**src/rtl/ps2kbd_ctrl.sv**
```systemverilog
// PS/2 keyboard receiver with a 2^FIFO_AW x 8 scan-code FIFO behind a Wishbone slave.
// Define PS2KBD_BREAK_FILTER_EN to drop 0xF0 break prefixes and the byte that follows them.
module ps2kbd_ctrl #(
  parameter int FIFO_AW = 4,
  parameter int TIMEOUT = 2000
) (
  input  logic        clk_i,
  input  logic        rst_ni,
  input  logic        wb_cyc,
  input  logic        wb_stb,
  input  logic        wb_we,
  input  logic [3:0]  wb_adr,
  input  logic [3:0]  wb_sel,
  input  logic [31:0] wb_dat_i,
  output logic [31:0] wb_dat_o,
  output logic        wb_ack,
  input  logic        ps2_clk,
  input  logic        ps2_data,
  output logic        interrupt
);

  localparam int DEPTH = 2 ** FIFO_AW;
  localparam int TW    = $clog2(TIMEOUT + 1);

  typedef enum logic [1:0] {IDLE, SHIFT, CHECK} rx_state_t;

  rx_state_t          state, state_nxt;
  logic [2:0]         clk_sync;
  logic [1:0]         dat_sync;
  logic [9:0]         shreg;
  logic [3:0]         bitcnt;
  logic [TW-1:0]      timer;
  logic               fall, ps2_bit, timed_out, frame_ok, keep;
  logic               push, pop, set_ovf, set_ferr, clr_ovf, clr_ferr;
  logic               ovf, ferr, irq_en;
  logic [7:0]         mem [DEPTH];
  logic [FIFO_AW:0]   wptr, rptr, count;
  logic               full, empty;
  logic               req, rd, wr;
  logic [1:0]         reg_sel;
  logic [31:0]        rd_mux, status;
  logic               unused;

  // Synchronizers idle high so reset never looks like a falling edge.
  // NOTE: sequential state uses non-blocking assignments so every flop samples pre-edge values.
  always_ff @(posedge clk_i or negedge rst_ni) begin
    if (!rst_ni) begin
      clk_sync <= 3'b111;
      dat_sync <= 2'b11;
    end else begin
      clk_sync <= {clk_sync[1:0], ps2_clk};
      dat_sync <= {dat_sync[0], ps2_data};
    end
  end

  assign fall    = clk_sync[2] & ~clk_sync[1];
  assign ps2_bit = dat_sync[1];

  assign timed_out = (state == SHIFT) && !fall && (timer == TW'(TIMEOUT));
  assign frame_ok  = (^shreg[8:0]) & shreg[9];

  always_ff @(posedge clk_i or negedge rst_ni) begin
    if (!rst_ni) state <= IDLE;
    else         state <= state_nxt;
  end

  // NOTE: every always_comb output gets a default first, so no path can infer a latch.
  always_comb begin
    state_nxt = state;
    case (state)
      IDLE:    if (fall && !ps2_bit) state_nxt = SHIFT;
      SHIFT:   if (fall && bitcnt == 4'd9) state_nxt = CHECK;
               else if (timed_out)         state_nxt = IDLE;
      CHECK:   state_nxt = IDLE;
      default: state_nxt = IDLE;
    endcase
  end

  always_ff @(posedge clk_i or negedge rst_ni) begin
    if (!rst_ni) begin
      shreg  <= '0;
      bitcnt <= '0;
      timer  <= '0;
    end else begin
      if (state == SHIFT && fall) begin
        shreg  <= {ps2_bit, shreg[9:1]};
        bitcnt <= bitcnt + 4'd1;
      end else if (state != SHIFT) begin
        bitcnt <= '0;
      end
      timer <= (state == SHIFT && !fall) ? timer + TW'(1) : '0;
    end
  end

`ifdef PS2KBD_BREAK_FILTER_EN
  logic brk;

  // Any valid byte re-arms the prefix flag: 0xF0 sets it, everything else clears it.
  always_ff @(posedge clk_i or negedge rst_ni) begin
    if (!rst_ni)                          brk <= 1'b0;
    else if (timed_out)                   brk <= 1'b0;
    else if (state == CHECK && frame_ok)  brk <= (shreg[7:0] == 8'hF0);
  end

  assign keep = (shreg[7:0] != 8'hF0) && !brk;
`else
  assign keep = 1'b1;
`endif

  // A same-cycle pop frees a slot, so a push at full is still accepted.
  assign push     = (state == CHECK) && frame_ok && keep && !(full && !pop);
  assign set_ovf  = (state == CHECK) && frame_ok && keep && full && !pop;
  assign set_ferr = ((state == CHECK) && !frame_ok) || timed_out;

  assign count = wptr - rptr;
  assign full  = count[FIFO_AW];
  assign empty = (wptr == rptr);

  // NOTE: the storage array is not reset; the pointers alone define which entries are valid.
  always_ff @(posedge clk_i) begin
    if (push) mem[wptr[FIFO_AW-1:0]] <= shreg[7:0];
  end

  always_ff @(posedge clk_i or negedge rst_ni) begin
    if (!rst_ni) begin
      wptr <= '0;
      rptr <= '0;
    end else begin
      if (push) wptr <= wptr + 1'b1;
      if (pop)  rptr <= rptr + 1'b1;
    end
  end

  // Side effects fire on the edge that raises ack, so dat_o reflects the pre-pop head.
  assign req      = wb_cyc && wb_stb && !wb_ack;
  assign rd       = req && !wb_we;
  assign wr       = req && wb_we;
  assign reg_sel  = wb_adr[3:2];
  assign pop      = rd && (reg_sel == 2'd0) && !empty;
  assign clr_ovf  = wr && (reg_sel == 2'd1) && wb_sel[0] && wb_dat_i[2];
  assign clr_ferr = wr && (reg_sel == 2'd1) && wb_sel[0] && wb_dat_i[3];

  assign status = {{(23 - FIFO_AW){1'b0}}, count, 4'b0, ferr, ovf, full, !empty};

  always_comb begin
    rd_mux = '0;
    case (reg_sel)
      2'd0:    rd_mux = empty ? 32'h0 : {24'h0, mem[rptr[FIFO_AW-1:0]]};
      2'd1:    rd_mux = status;
      2'd2:    rd_mux = {31'h0, irq_en};
      default: rd_mux = '0;
    endcase
  end

  always_ff @(posedge clk_i or negedge rst_ni) begin
    if (!rst_ni) begin
      wb_ack    <= 1'b0;
      wb_dat_o  <= '0;
      irq_en    <= 1'b0;
      ovf       <= 1'b0;
      ferr      <= 1'b0;
      interrupt <= 1'b0;
    end else begin
      wb_ack   <= req;
      wb_dat_o <= rd ? rd_mux : 32'h0;
      if (wr && reg_sel == 2'd2 && wb_sel[0]) irq_en <= wb_dat_i[0];
      ovf       <= set_ovf  || (ovf  && !clr_ovf);
      ferr      <= set_ferr || (ferr && !clr_ferr);
      interrupt <= irq_en && !empty;
    end
  end

  assign unused = &{1'b0, wb_sel[3:1], wb_adr[1:0], wb_dat_i[31:4], wb_dat_i[1]};

endmodule

```
**config.mk**
```make
export PLATFORM = sky130hd
export DESIGN_NAME = ps2kbd_ctrl
export DESIGN_NICKNAME = d
export VERILOG_FILES = /design/src/rtl/ps2kbd_ctrl.sv
export SDC_FILE = /design/constraint.sdc
export NUM_CORES = 1
export LEC_CHECK = 0
export CAP_MARGIN = 30
export CORE_MARGIN = 2
export CORE_UTILIZATION = 30
export DETAILED_ROUTE_END_ITERATION = 6
export PLACE_DENSITY = 0.45
export SLEW_MARGIN = 10
export SYNTH_ARGS = -nofsm -noshare
export SYNTH_HDL_FRONTEND = slang
export SYNTH_SLANG_ARGS = --single-unit
```
**constraint.sdc**
```tcl
create_clock -name clk_i -period 3.4 [get_ports clk_i]
set_input_delay 0.68 -clock clk_i [delete_from_list [all_inputs] [get_ports clk_i]]
set_output_delay 0.68 -clock clk_i [all_outputs]
set_load 0.05 [all_outputs]
```
==> results.ini <==
[status]
status = completed

[synth]
yosys_warnings = 0
synthesis.area_per_instance_sq_um = 17.4
synth_enable_flop_cells = 128
synth_common_cells = edfxtp_1, dfrtp_1, mux4_2, nor2_1, buf_4
synth_flop_cell = edfxtp_1
synth_cells = 450
synth_top_area_cell = edfxtp_1
synth_top_area_share_pct = 49.1
ys_seq_area_share_pct = 68.4
yosys-top-cells-area = edfxtp_1, dfrtp_1, mux4_2
synthMostInstantiatedCell = edfxtp_1
synth.distinct_cells = 55
async_reset_ff_share_pct = 31.9
synth_area_sq_um = 7820
ys_ff_latch = 188

[placed_design]
io_buffers = 27
place_area_sq_um = 8500
dp_hpwl_microns = 9860
pre_cts_ws_ns = 0.148
gp_congestion = 0.717

[clock_network]
cts_resized = 0
cts.htree.levels = 4
clkLatencyLatePin_ns = 0.43
cts-root-buf = clkbuf_16
clockBufferDepth = 2
cts_hold_buf = 0
numCtsBuffers = 17
post_cts_buffers = 0
cts_tree = done
cts.sinks = 188
cts.clk_slew.worst_paths_ns = 0.07

[drt]
wirelength_microns = 14700
first_iter_violations = 254
drtPass1Iterations = 4
drc_errors = 0
vias_per_cell = 4.43
dr_total_vias = 3752
routedWlPerCell_microns = 17.4
ant_nets = 0

[setup_path]
critPathBufInv = 1
cp-end-kind = flip-flop
reg2reg_from = wptr[0]
cp.arrival_ns = 3.05
cp_slowest_cell = dfrtp_1
r2r.worst_path.cells = 9
start_kind = flip-flop
worstSetupPathType = flip-flop to flip-flop
rrSetupSlack_ns = 0.42
cp_cell_sequence = inv_1 > ha_1 > fa_1 > nor2b_1 > o21ai_0 > a21o_2 > a31oi_4 > and3b_2 > and2_1
path_delay_family = simple AND/OR/NAND/NOR gates
cp.required_ns = 3.47
worstPathMaxFanout = 8
rr_endpoint = mem[7][2]
slowest_delay_ns = 0.41

[floorplan]
die_area_sq_um = 27400
num_rows = 59
core_area_sq_um = 25800
die_w_microns = 165
io_pins = 81
die_h_microns = 165
start_util_pct = 30.3

[pwr]
power_uw = 6700
p_per_area_nw_per_um2 = 735
p_leak_uw = 0.00336
ir_drop_mv = 0.282

[timing]
final.setup.tns_ns = 0
worst_pin_slew_ns = 0.891
fmax_mhz = 336
hold_viol = 0
setup_ws_ns = 0.421
relSlewSlack_pct = 40.4
fin_skew_ns = 0.0143
fin_crit_ns = 2.98
rsz0062_at_grt = false
min_period_over_period_pct = 87.6
setup_viol = 0
slew_viol_final = 0

[global_route]
grt_start_max_net_pins = 61
grt_antenna_before_repair = 0
grt_pass1_wl_microns = 23000
overflow = 0
grt_usage_pct = 11.6
grt_pass1_vias = 3889

[layout]
final_net_count = 560
multiInputGateArea_sq_um = 2280
area_growth_pct = 16.5
drive_above_1_share_pct = 22.7
antennaDiodeCount = 0
final-seq-area_sq_um = 5350
fin_area_sq_um = 9110
n_fill_cell = 2472

[flow_run]
cap_violations = 0

[worst_hold_path]
hold_end = clk_sync[1]
min-delay-start = clk_sync[0]
min_path_cells = 0
hold_path.class = flip-flop to flip-flop

worst max-delay path by stage:
stage                  from  cells past startpoint        end
global placement     wb_stb                      7  mem[7][4]
detailed placement   wb_stb                      7  mem[7][4]
finish              wptr[0]                      9  mem[7][2]
global route        wptr[0]                      9  mem[6][3]
floorplan           rptr[1]                     10  mem[3][0]
CTS                 wptr[0]                      9  mem[7][2]
layer usage:
layer	part of all wire, %	up-vias	track usage, %
met5	0	-	0
met1	47	1924	15.6
met4	1.1	0	3.88
li1	-	1758	-
met3	3.1	10	2.80
met2	49	60	18.6
cell usage in the layout, fill, tap and decap left out, types with 4 or more instances in the layout:
cell,Yosys,layout
dfrtp_1,55,54
mux2_2,11,11
nand4_1,5,5
nand3_1,8,8
mux4_2,40,40
conb_1,1,19
and3_1,4,4
nand2_1,15,15
clkbuf_16,0,17
edfxtp_1,128,128
and2_1,19,19
ha_1,13,13
dfstp_2,5,5
clkdlybuf4s50_1,0,26
buf_4,20,16
xor2_1,11,11
inv_1,15,15
nor2_1,25,25
xnor2_1,15,15
o21ai_0,5,5
state kept, by name, indices dropped and copies added, names as in the netlist:
signal / cells
bitcnt: 4
state: 2
rptr: 5
ferr: 1
wb_dat_o: 13
dat_sync: 2
mem: 128
ovf: 1
interrupt: 1
clk_sync: 3
wb_ack: 1
shreg: 10
irq_en: 1
timer: 11
wptr: 5
report_power, final:
group | total, uW | internal [uW] | switching [uW] | leakage (uW)
registers | 3080 | 2790 | 286 | 0.00195
logic | 1590 | 793 | 801 | 0.00111
clock network | 2020 | 1120 | 907 | 0.000295
total | 6700 | 4700 | 1990 | 0.00336
cells by family after synthesis:
| family | Yosys count | share of synthesized area, % |
|---|---|---|
| other | 1 | 0.0479 |
| muxes | 52 | 13.3 |
| xor gates and xnor gates | 28 | 3.49 |
| DFF | 188 | 68.4 |
| and+or+nand+nor | 103 | 7.52 |
| AOI/OAI and AO/OA | 17 | 1.65 |
| adders and majority gates | 14 | 2.34 |
| buffers and inverters | 47 | 3.26 |
metrics by stage:
stage,utilization [%],cells,hold slack (ns)
after global routing,35.3,847,0.367
after global placement,32.9,815,0.347
after CTS,35.3,847,0.360
after floorplan,-,468,0.345
final,35.3,847,0.359
after detailed placement,32.9,815,0.349
layout make-up:
cell class / instances / area share [%]
clock buffers: 18 / 4.71
clock inverters: 14 / 2.02
inverters: 16 / 0.659
multi-input cells: 233 / 25.0
flip-flops and latches: 188 / 58.7
well taps: 335 / 4.60
repair buffers: 43 / 4.23
Power figures use the tool's default switching activity.
